$ cat src/rtl/xillybus_mem_pkg.sv
// Shared defaults and types for the Xillybus mem_8 register-bank responder.
package xillybus_mem_pkg;
  localparam int ADDR_W = 5;
  localparam int DEPTH  = 1 << ADDR_W;

  typedef logic [ADDR_W-1:0] mem_addr_t;

  localparam logic [7:0] RESET_BYTE = 8'h00;
endpackage

$ cat src/rtl/xillybus_mem_ptr.sv
// Auto-incrementing stream pointer with host-seek load; cur is the address used this cycle.
module xillybus_mem_ptr #(
  parameter int ADDR_W = xillybus_mem_pkg::ADDR_W
) (
  input  logic              clk,
  input  logic              rst_n,
  input  logic              load,
  input  logic [ADDR_W-1:0] load_val,
  input  logic              inc,
  output logic [ADDR_W-1:0] cur,
  output logic [ADDR_W-1:0] nxt
);
  logic [ADDR_W-1:0] ptr_q;

  // A seek in the same cycle as an access makes the access use the seek address.
  assign cur = load ? load_val : ptr_q;
  assign nxt = inc ? cur + ADDR_W'(1) : cur;

  always_ff @(posedge clk) begin
    if (!rst_n) ptr_q <= '0;
    else        ptr_q <= nxt;
  end
endmodule

$ cat src/rtl/xillybus_mem_responder.sv
// Xillybus mem_8 user-side responder: DEPTH x 8 bank, host write/read streams, app read port.
// Optional EOF on read wrap is enabled by defining XILLYBUS_MEM_EOF_EN.
module xillybus_mem_responder
  import xillybus_mem_pkg::*;
#(
  parameter int ADDR_W = xillybus_mem_pkg::ADDR_W,
  parameter int DEPTH  = xillybus_mem_pkg::DEPTH
) (
  input  logic              bus_clk,
  input  logic              trn_reset_n,
  input  logic              quiesce,
  input  logic [ADDR_W-1:0] user_mem_8_addr,
  input  logic              user_mem_8_addr_update,
  input  logic              user_w_mem_8_wren,
  input  logic [7:0]        user_w_mem_8_data,
  output logic              user_w_mem_8_full,
  input  logic              user_w_mem_8_open,
  input  logic              user_r_mem_8_rden,
  output logic [7:0]        user_r_mem_8_data,
  output logic              user_r_mem_8_empty,
  output logic              user_r_mem_8_eof,
  input  logic              user_r_mem_8_open,
  input  logic [ADDR_W-1:0] app_raddr,
  output logic [7:0]        app_rdata,
  output logic              wr_evt,
  output logic [ADDR_W-1:0] wr_evt_addr
);
  logic [7:0]        mem [DEPTH];
  logic              wr_acc, rd_acc;
  logic [ADDR_W-1:0] wa, ra, wr_nxt, rd_nxt;

  assign user_w_mem_8_full = 1'b0;
  assign wr_acc = user_w_mem_8_wren & ~quiesce;
  assign rd_acc = user_r_mem_8_rden & ~quiesce & ~user_r_mem_8_empty;

  xillybus_mem_ptr #(.ADDR_W(ADDR_W)) u_wr_ptr (
    .clk(bus_clk), .rst_n(trn_reset_n), .load(user_mem_8_addr_update),
    .load_val(user_mem_8_addr), .inc(wr_acc), .cur(wa), .nxt(wr_nxt)
  );

  xillybus_mem_ptr #(.ADDR_W(ADDR_W)) u_rd_ptr (
    .clk(bus_clk), .rst_n(trn_reset_n), .load(user_mem_8_addr_update),
    .load_val(user_mem_8_addr), .inc(rd_acc), .cur(ra), .nxt(rd_nxt)
  );

  always_ff @(posedge bus_clk) begin
    if (!trn_reset_n) begin
      for (int i = 0; i < DEPTH; i++) mem[i] <= RESET_BYTE;
    end else if (wr_acc) begin
      mem[wa] <= user_w_mem_8_data;
    end
  end

  // Reads sample the array before this edge's write lands: read-before-write.
  always_ff @(posedge bus_clk) begin
    if (!trn_reset_n) begin
      user_r_mem_8_data <= RESET_BYTE;
      app_rdata         <= RESET_BYTE;
      wr_evt            <= 1'b0;
      wr_evt_addr       <= '0;
    end else begin
      if (rd_acc) user_r_mem_8_data <= mem[ra];
      app_rdata <= mem[app_raddr];
      wr_evt    <= wr_acc;
      if (wr_acc) wr_evt_addr <= wa;
    end
  end

`ifdef XILLYBUS_MEM_EOF_EN
  logic eof_flag, r_open_q;

  // Hitting the last entry ends the file until the host seeks or closes the read side.
  always_ff @(posedge bus_clk) begin
    if (!trn_reset_n) begin
      eof_flag <= 1'b0;
      r_open_q <= 1'b0;
    end else begin
      r_open_q <= user_r_mem_8_open;
      if (rd_acc && ra == ADDR_W'(DEPTH - 1))
        eof_flag <= 1'b1;
      else if (user_mem_8_addr_update || (r_open_q && !user_r_mem_8_open))
        eof_flag <= 1'b0;
    end
  end

  assign user_r_mem_8_empty = eof_flag;
  assign user_r_mem_8_eof   = eof_flag;

  logic unused_inputs;
  assign unused_inputs = ^{user_w_mem_8_open, wr_nxt, rd_nxt};
`else
  assign user_r_mem_8_empty = 1'b0;
  assign user_r_mem_8_eof   = 1'b0;

  logic unused_inputs;
  assign unused_inputs = ^{user_w_mem_8_open, user_r_mem_8_open, wr_nxt, rd_nxt};
`endif
endmodule

$ cat config.mk
export PLATFORM = sky130hd
export DESIGN_NAME = xillybus_mem_responder
export DESIGN_NICKNAME = d
export VERILOG_FILES = /design/src/rtl/xillybus_mem_pkg.sv /design/src/rtl/xillybus_mem_ptr.sv /design/src/rtl/xillybus_mem_responder.sv
export SDC_FILE = /design/constraint.sdc
export NUM_CORES = 1
export LEC_CHECK = 0
export BUFFER_PORTS_ARGS = -buffer_cell sky130_fd_sc_hd__buf_2
export CAP_MARGIN = 20
export CORE_UTILIZATION = 40
export CTS_BUF_LIST = sky130_fd_sc_hd__clkbuf_2
export DETAILED_ROUTE_END_ITERATION = 12
export GPL_TIMING_DRIVEN = 1
export PLACE_DENSITY_LB_ADDON = 0.1
export SLEW_MARGIN = 20
export SYNTH_ARGS = -nofsm -noshare
export SYNTH_HDL_FRONTEND = slang
export SYNTH_SLANG_ARGS = --single-unit
$ cat constraint.sdc
create_clock -name bus_clk -period 5.8 [get_ports bus_clk]
set_input_delay 0 -clock bus_clk [delete_from_list [all_inputs] [get_ports bus_clk]]
set_output_delay 0 -clock bus_clk [all_outputs]
set_load 0.02 [all_outputs]
==> results.md, run 1 <==
* Synth warn at 0
* Most common cell after layout, fill and taps aside: and2_1
* First-pass GRT wire length at just under 70,000 um
* Antenna Nets Post-Route at 0
* Storage element area at 8330 um2
* Die area at between 30,000 and 40,000 um2
* Placed cell area at between 15,000 and 20,000 um2
* CP startpoint: u_rd_ptr.ptr_q[0]$_SDFF_PN0_
* Layout cells sized above 1 at 0.229
* Crit Path Max Fanout at 33
* Die height at 200 um
* Worst hold path class: input pin to flop
* Initial DRC count at 856
* Core box area at 38,600 um2
* PnR Total Power at 0.00455 W
* Initial Util at 0.406
* Initial antenna violation count at 3
* Switching share of power at 0.299
* WS Path Type: flop to flop
* Peak VDD IR at 0.117 mV
* Post-Synthesis Cells at 1,194
* Sw power at 0.00136 W
* Die width at 200 um
* Fmax at 285 MHz
* Max transition margin at 0.275
* GR Overflow Total at 0
* Routability cong. at roughly 0.86
* Max cap viols at 0
* Tcrit/Tclk final at 0.606
* IO Count at 51
* CTS buffer count at 81
* Vias per std cell at 5.61
* Worst EP required at 6580 ps
* CTS root buf: clkbuf_2
* Post-CTS setup buffer count at 0
* CP Capture Type: flop
* Fin crit period at between 3000 and 4000 ps
* Least-Margin Pin Slew at ~1100 ps
* Clock Path Buffers at 3
* Reg power frac at 0.525
* Start point of the worst hold path: app_raddr[2]
* Vias in the first global route at 10,200
* Clock slew at reported path FFs at 120 ps
* RSZ-0062 raised after global routing: false
* Detailed-route via count at 10,500
* CTS Sinks at 288
* Worst clock skew at ~68 ps
* Input/output buffers at 45
* Max-slew violations at 0
* Met1 usage at 0.350
* Final HPWL DP at about 31,000 um
* R2r startpoint: u_rd_ptr.ptr_q[0]$_SDFF_PN0_
* Multi-input combinational cell area at 6870 um2
* Clock power frac at 0.329
* CTS tree: done
* Cell area after layout at 17,400 um2
* Signal arrival time at the worst endpoint at 4290 ps
* Setup TNS at 0 ps
* Routed wire length at roughly 47,000 um
* Filler cell count at 3,546
* Layout Nets at 1,326
* Post-synthesis sequential area ratio at 0.531
* Grt met2 use at 0.346
* DRT Pass-1 Iters at 5
* Count of cell types in the netlist at 48
* Mapped Area at 15,700 um2
* Commonest cells after routing, fill and taps aside: 274 x and2_1, 256 x edfxtp_1, 119 x clkbuf_2
* Grt met3 use at 0.0556
* Combinational Power Share at 0.146
* H-Tree Depth at 3
* Largest net degree at the start of global routing at 67
* DR WL/cell at around 25 um
* Final hold vios at 0
* Area grow syn2layout at 11.3%
* Power per cell area at 261 nW/um2
* Setup Viol. Count Final at 0
* Int Power at around 0.0032 W
* Seq cells post-synth at roughly 290
* GRT Util Overall at 0.239
* Status: complete, no violations
* # DRC at 0
* Clk_lat worst skew at 980 ps
* Rows at 72
* Avg Inst Size Synth at 13.1 um2
* Worst setup SP type: flop
* Pleak at 6.68 nW
* Top Usage Layer GRT: met1
* Min Hold Slack at 92.1 ps
[layer usage]
layer	wire (um)	part of all wire
met5	0	0
met4	1070	0.023
met3	3680	0.079
met2	20100	0.43
met1	21700	0.47
[critical path, stage by stage (launching register included)]
cell and delay, ps:
dfxtp_1 520, mux2i_4 210, buf_4 420, clkinv_1 510, buf_4 440, a211oi_1 240
a311oi_1 110, o31ai_1 690, a21oi_1 140
[cells in the mapped netlist, drive strengths merged]
cell     instances  area, um2
o22ai           12       75.1
a221oi           5       43.8
nor2b           26        163
nand2           66        248
a31oi            2       12.5
a211oi          12       90.1
edfxtp         256       7690
nand3           12       60.1
a21oi           13       65.1
o21ai           40        200
a21boi           4       30.0
inv             21       78.8
clkbuf          60        225
nor2            41        154
nor4             1       6.26
a311oi          12        105
mux2i          102       1020
and3b            2       17.5
a211o            7       61.3
and2           275       1720
nor3             6       30.0
o2111ai          7       61.3
buf             32        196
o211ai           8       60.1
conb             1       3.75
and3             3       18.8
nand4            2       12.5
mux2             3       37.5
or2              1       6.26
nand2b           3       18.8
o31ai            6       45.0
o211a            6       60.1
a32oi            1       8.76
mux4           101       2270
dfxtp           32        641
clkinv           1       3.75
ha               6       75.1
xnor2            4       35.0
a41oi            2       17.5
[worst paths after layout]
kind,endpoint,slack (ps),cells past startpoint
setup / recovery,user_r_mem_8_data[5]$_SDFFE_PN0P_,2290,8
hold / removal,app_rdata[1]$_SDFF_PN0_,90,4
setup reg to reg,user_r_mem_8_data[5]$_SDFFE_PN0P_,2290,8
hold reg to reg,wr_evt_addr[2]$_SDFFE_PN0N_,510,1
[cell type report]
type                            instances  area share
Sequential cell                       288       0.477
Multi-Input combinational cell        794       0.394
Timing Repair Buffer                  107      0.0451
Tap cell                              518      0.0372
Clock buffer                          119      0.0341
Clock inverter                         24     0.00703
Inverter                               22     0.00473
Antenna cell                            2    0.000287
[power by group through the flow]
stage | Clock [W] | Combinational, W | Sequential (W)
6_report | 0.00150 | 0.000663 | 0.00239
4_1_cts | 0.00155 | 0.000662 | 0.00239
3_3_place_gp | 0 | 0.000638 | 0.00243
2_1_floorplan | 0 | 0.000422 | 0.00242
5_1_grt | 0.00166 | 0.000703 | 0.00240
3_5_place_dp | 0 | 0.000642 | 0.00243
[cells by family (layout without fill, tap and decap cells)]
family	after synthesis	in the layout	synth area share
buf+inv	114	272	0.0322
compound gates	137	137	0.0597
fa+ha+maj	6	6	0.00479
flops	288	288	0.531
other cells	1	5	0.000239
xor+xnor	4	4	0.00223
mux	206	206	0.213
simple gates	438	438	0.157
[flip-flops by register name, summed over array words and instances, names as in the netlist]
signal	flops
wr_evt_addr	5
user_r_mem_8_data	8
wr_evt	1
mem	256
u_wr_ptr.ptr_q	5
app_rdata	8
u_rd_ptr.ptr_q	5
[stage by stage]
stage / instances / utilization / setup WS, ps
global route: 1874 / 0.451 / 2120
floorplan: 1196 / - / 3510
detailed placement: 1697 / 0.424 / 2140
global placement: 1697 / 0.424 / 2210
CTS: 1872 / 0.451 / 2290
finish: 1874 / 0.451 / 2290
[repair_timing]
item                      4_1_cts  5_1_grt
hold buffers                   32        0
resized for setup               0        0
hold endpoints to repair      365        0
No activity file was read; power rests on OpenSTA's default activity.
==> inputs of run 2 (changes only) <==
clock period = 3.1 ns   (was 5.8 ns; I/O delays follow)
==> results.md, run 2 (same netlist as run 1, synthesis figures left out) <==
* Status: complete, no violations
* Top flop regs: mem: 256 flops, app_rdata: 8 flops, user_r_mem_8_data: 8 flops
* Initial DRC count at 885 (+3.4%)
* CTS Sinks at 288 (unchanged)
* Switching share of power at 0.295 (-0.00400)
* Largest Register: mem
* Worst setup SP type: flop
* Crit Path Max Fanout at 10 (-70%)
* Power per cell area at 472 nW/um2 (+81%)
* Vias in the first global route at 10,400 (+2.0%)
* Routed wire length at 47,300 um (+1.4%)
* Pleak at 6.97 nW (+4.4%)
* PnR Total Power at 0.00846 W (+86%)
* DRT Pass-1 Iters at 5 (unchanged)
* Max cap viols at 0 (unchanged)
* Worst hold path class: input pin to flop
* CTS root buf: clkbuf_2
* Layout cells sized above 1 at 0.259 (+0.0305)
* CP Capture Type: flop
* Combinational Power Share at 0.158 (+0.012)
* Max FFs per register at 256 (unchanged)
* Die width at 200 um (unchanged)
* PnR worst setup slack at 271 ps (-2010 ps)
* Int Power at 0.00596 W (+87%)
* GRT Util Overall at 0.245 (+0.00614)
* Clk_lat worst skew at 980 ps (about the same)
* Clock power frac at 0.315 (-0.014)
* IO Count at 51 (unchanged)
* Final hold vios at 0 (unchanged)
* Fin crit period at 2830 ps (-686 ps)
* Antenna Nets Post-Route at 0 (unchanged)
* Placement Setup Slack at 612 ps (-1520 ps)
* Filler cell count at 3,592 (+1.3%)
* CTS tree: done
* GR Overflow Total at 0 (unchanged)
* Peak VDD IR at 0.148 mV (+27%)
* # DRC at 0 (unchanged)
* RSZ-0062 raised after global routing: false
* H-Tree Depth at 3 (unchanged)
* Fmax at 353 MHz (+24%)
* Min Hold Slack at 112 ps (+19.9 ps)
* Setup TNS at 0 ps (unchanged)
* First-pass GRT wire length at 69,300 um (+2.0%)
* CP startpoint: u_rd_ptr.ptr_q[1]$_SDFF_PN0_
* Max transition margin at 0.518 (+0.243)
* Most common cell after layout, fill and taps aside: and2_1
* WS Path Type: flop to flop
* Routability cong. at 0.892 (+3.1%)
* Worst EP required at 3970 ps (-2610 ps)
* Start point of the worst hold path: app_raddr[4]
* Clock Path Buffers at 3 (unchanged)
* Layout Nets at 1,382 (+4.2%)
* Rows at 72 (unchanged)
* Max-slew violations at 0 (unchanged)
* Tcrit/Tclk final at 0.913 (+0.307)
* Reg power frac at 0.527 (+0.002)
* Vias per std cell at 5.51 (-1.8%)
* Initial Util at 0.406 (unchanged)
* Area grow syn2layout at 14.3%
* Die height at 200 um (unchanged)
* Worst clock skew at 56.3 ps (-11.4 ps)
* Core box area at 38,600 um2 (unchanged)
* Die area at 40,000 um2 (unchanged)
* Final HPWL DP at 32,900 um (+4.6%)
* Input/output buffers at 45 (unchanged)
* Clock slew at reported path FFs at 100 ps (-20 ps)
* DR WL/cell at 24.6 um (-1.1%)
* Initial antenna violation count at 1 (-2)
* CTS buffer count at 80 (-1.2%)
* Commonest cells after routing, fill and taps aside: 274 x and2_1, 256 x edfxtp_1, 124 x clkbuf_2
* Detailed-route via count at 10,600 (+0.67%)
* R2r startpoint: u_rd_ptr.ptr_q[1]$_SDFF_PN0_
* Sw power at 0.00250 W (+83%)
* Least-Margin Pin Slew at 720 ps (-357 ps)
* Largest net degree at the start of global routing at 66 (-1.5%)
* Signal arrival time at the worst endpoint at 3700 ps (-590 ps)
* Setup Viol. Count Final at 0 (unchanged)
-- run 2: final timing paths --
path / slack (ps) / end / depth (start not counted)
worst min register to register: 500 / wr_evt_addr[2]$_SDFFE_PN0N_ / 1
worst max register to register: 270 / user_r_mem_8_data[5]$_SDFFE_PN0P_ / 9
worst min-delay path: 110 / app_rdata[1]$_SDFF_PN0_ / 4
worst max-delay path: 270 / user_r_mem_8_data[5]$_SDFFE_PN0P_ / 9
-- run 2: power groups by stage --
stage	logic [W]	registers [W]	clock network (W)
6_report	0.00133	0.00446	0.00266
5_1_grt	0.00142	0.00448	0.00294
4_1_cts	0.00133	0.00446	0.00275
3_5_place_dp	0.00129	0.00455	0
3_3_place_gp	0.00128	0.00454	0
2_1_floorplan	0.000789	0.00453	0
-- run 2: area by class of cell --
| type | count | area, um2 | area share |
|---|---|---|---|
| clock buffer | 124 | 621 | 0.0346 |
| antenna | 1 | 2.50 | 0.000140 |
| multi-input combinational | 794 | 6870 | 0.384 |
| sequential | 288 | 8330 | 0.465 |
| inverter | 22 | 82.6 | 0.00461 |
| timing repair buffer | 164 | 1320 | 0.0737 |
| clock inverter | 11 | 43.8 | 0.00244 |
| tap | 518 | 648 | 0.0362 |
-- run 2: stage by stage --
stage	instances	utilization	area, um2
after floorplan	1196	-	15700
after global placement	1751	0.437	16900
after detailed placement	1751	0.437	16900
after CTS	1921	0.464	17900
after global routing	1922	0.464	17900
final	1922	0.464	17900
-- run 2: critical path, cell delays in order, from the launching register on --
cell and delay, ps:
dfxtp_1 440, mux2i_4 370, dlygate4sd3_1 610, buf_4 210, mux2i_1 130, mux4_2 500
nand2_1 90, o31ai_1 80, buf_4 170, a21oi_1 150
-- run 2: routing by layer --
| layer | vias to the layer above | GRT usage | part of all wire | wire [um] |
|---|---|---|---|---|
| li1 | 4828 | - | - | - |
| met1 | 5328 | 0.355 | 0.46 | 21700 |
| met2 | 363 | 0.365 | 0.44 | 21000 |
| met3 | 74 | 0.0559 | 0.076 | 3600 |
| met4 | 0 | 0.0749 | 0.021 | 1000 |
| met5 | - | 0 | 0 | 0 |
-- run 2: timing repair --
item / in CTS / in global routing
setup endpoints to repair: 0 / 0
hold endpoints to repair: 535 / 0
hold buffers: 35 / 0
gates resized for setup: 0 / 0
setup buffers: 0 / 0
==> inputs of run 3 (changes only) <==
CORE_ASPECT_RATIO = 1.4   (was unset)
REMOVE_ABC_BUFFERS = 1   (was unset)
==> results.md, run 3 (same netlist as run 1, synthesis figures left out) <==
* Core box area at 38,500 um2 (-0.38%)
* GRT Util Overall at 0.247 (+0.00156)
* Final hold vios at 0 (unchanged)
* Cell area after layout at 17,800 um2 (-0.88%)
* IO Count at 51 (unchanged)
* Start point of the worst hold path: app_raddr[1]
* Crit Path Max Fanout at 2 (-8)
* Area grow syn2layout at 13.3%
* Multi-input combinational cell area at 6870 um2 (unchanged)
* Detailed-route via count at 10,400 (-1.9%)
* DRT Pass-1 Iters at 5 (unchanged)
* Vias in the first global route at 10,700 (+2.9%)
* Post-CTS setup buffer count at 0 (unchanged)
* Peak VDD IR at 0.188 mV (+27%)
* Clock slew at reported path FFs at 110 ps (about the same)
* H-Tree Depth at 3 (unchanged)
* Worst EP required at 3960 ps (about the same)
* Clk_lat worst skew at 980 ps (about the same)
* CTS tree: done
* WS Path Type: flop to flop
* Status: complete, no violations
* Fin util at 0.461 (-0.00232)
* Largest net degree at the start of global routing at 65 (-1.5%)
* Antenna Nets Post-Route at 0 (unchanged)
* Max transition margin at 0.378 (-0.140)
* Reg power frac at 0.526 (about the same)
* Routed wire length at 47,600 um (+0.67%)
* Die height at 236 um (+18%)
* Input/output buffers at 45 (unchanged)
* Sw power at 0.00248 W (-0.66%)
* Fin crit period at 2830 ps (+4.61 ps)
* RSZ-0062 raised after global routing: false
* CP Capture Type: flop
* Setup Viol. Count Final at 0 (unchanged)
* Min Hold Slack at 142 ps (+30.4 ps)
* PnR Total Power at 0.00847 W (about the same)
* Worst setup SP type: flop
* Power per cell area at 477 nW/um2 (+0.98%)
* # DRC at 0 (unchanged)
* Initial Util at 0.407 (+0.00156)
* Die width at 169 um (-15%)
* Die area at 40,000 um2 (about the same)
* Storage element area at 8330 um2 (unchanged)
* Most common cell after layout, fill and taps aside: and2_1
* R2r startpoint: mem[24][6]$_SDFFCE_PN0P_
* CTS root buf: clkbuf_2
* Final HPWL DP at 33,400 um (+1.6%)
* Top flop regs: mem: 256 flops, app_rdata: 8 flops, user_r_mem_8_data: 8 flops
* Total of cells resized after clock tree synthesis at 0 (unchanged)
* Routability cong. at 0.875 (-1.9%)
* Int Power at 0.00599 W (+0.41%)
* Worst clock skew at 76.2 ps (+19.9 ps)
* CTS Sinks at 288 (unchanged)
* Commonest cells after routing, fill and taps aside: 274 x and2_1, 256 x edfxtp_1, 106 x clkbuf_2
* Initial DRC count at 819 (-7.5%)
* Max FFs per register at 256 (unchanged)
* Fmax at 353 MHz (-0.16%)
* Worst hold path class: input pin to flop
* Largest Register: mem
* Layout Nets at 1,359 (-1.7%)
* Least-Margin Pin Slew at 927 ps (+208 ps)
* Clock Path Buffers at 3 (unchanged)
* Switching share of power at 0.293 (-0.00222)
* Layout cells sized above 1 at 0.245 (-0.0142)
* Filler cell count at 3,559 (-0.92%)
* Max cap viols at 0 (unchanged)
* Signal arrival time at the worst endpoint at 3690 ps (about the same)
* Pleak at 6.85 nW (-1.8%)
* Tcrit/Tclk final at 0.914 (+0.00149)
* Combinational Power Share at 0.156 (-0.002)
* First-pass GRT wire length at 70,100 um (+1.2%)
* Rows at 85 (+18%)
* DR WL/cell at 25.0 um (+1.8%)
* Max-slew violations at 0 (unchanged)
* GR Overflow Total at 0 (unchanged)
* Vias per std cell at 5.47 (-0.83%)
* CTS buffer count at 74 (-7.5%)
* CP startpoint: mem[24][6]$_SDFFCE_PN0P_
* Placed cell area at 16,800 um2 (-0.70%)
* Clock power frac at 0.318 (+0.003)
* Initial antenna violation count at 2 (+1)
-- run 3: cell types whose count changed in the layout (fill, tap and decap cells not counted) --
cell / before / now
bufinv_16: 0 / 2
buf_12: 9 / 7
o21ai_0: 38 / 34
o21ai_1: 2 / 6
inv_2: 1 / 4
dlygate4sd3_1: 35 / 31
clkinv_1: 10 / 15
buf_4: 76 / 65
clkbuf_2: 124 / 106
-- run 3: worst max-delay path: stages, from the launching register on --
cell	delay [ps]
edfxtp_1	440
mux4_2	480
mux4_2	460
dlygate4sd3_1	570
mux2i_1	140
dlygate4sd3_1	580
nor2b_1	50
-- run 3: timing repair --
action                                  CTS  global route
endpoints found under the setup margin    0             0
endpoints found under the hold margin   435             0
hold buffers                             31             0
-- run 3: per-layer routing --
metal | GRT usage | wire [um] | vias up
met3 | 0.0322 | 1870 | 80
met1 | 0.297 | 19100 | 5245
li1 | - | - | 4758
met4 | 0.118 | 1830 | 0
met2 | 0.433 | 24800 | 307
met5 | 0 | 0 | -
-- run 3: power groups by stage --
stage | Combinational (W) | Sequential, W | Clock (W)
2_1_floorplan | 0.000690 | 0.00453 | 0
3_3_place_gp | 0.00128 | 0.00454 | 0
3_5_place_dp | 0.00129 | 0.00455 | 0
4_1_cts | 0.00133 | 0.00446 | 0.00276
5_1_grt | 0.00139 | 0.00448 | 0.00296
6_report | 0.00132 | 0.00446 | 0.00269
-- run 3: cell type report --
class                   count  area share
repair buffers            147      0.0652
clock buffers             106      0.0299
flip-flops and latches    288       0.469
clock inverters            21     0.00754
multi-input cells         794       0.387
well taps                 522      0.0368
diodes                      1    0.000141
inverters                  22     0.00465
-- run 3: final timing paths --
kind	endpoint	slack, ps	cells after the start
worst min-delay path	app_rdata[2]$_SDFF_PN0_	140	6
worst max-delay path	app_rdata[6]$_SDFF_PN0_	270	6
worst min register to register	wr_evt_addr[4]$_SDFFE_PN0N_	500	1
worst max register to register	app_rdata[6]$_SDFF_PN0_	270	6
-- run 3: metrics by stage --
step / worst slack [ps] / cells / setup TNS (ps)
CTS: 260 / 1900 / 0
finish: 267 / 1901 / 0
floorplan: -3000 / 1104 / -28310
global placement: 325 / 1742 / 0
global route: 200 / 1901 / 0
detailed placement: 465 / 1742 / 0
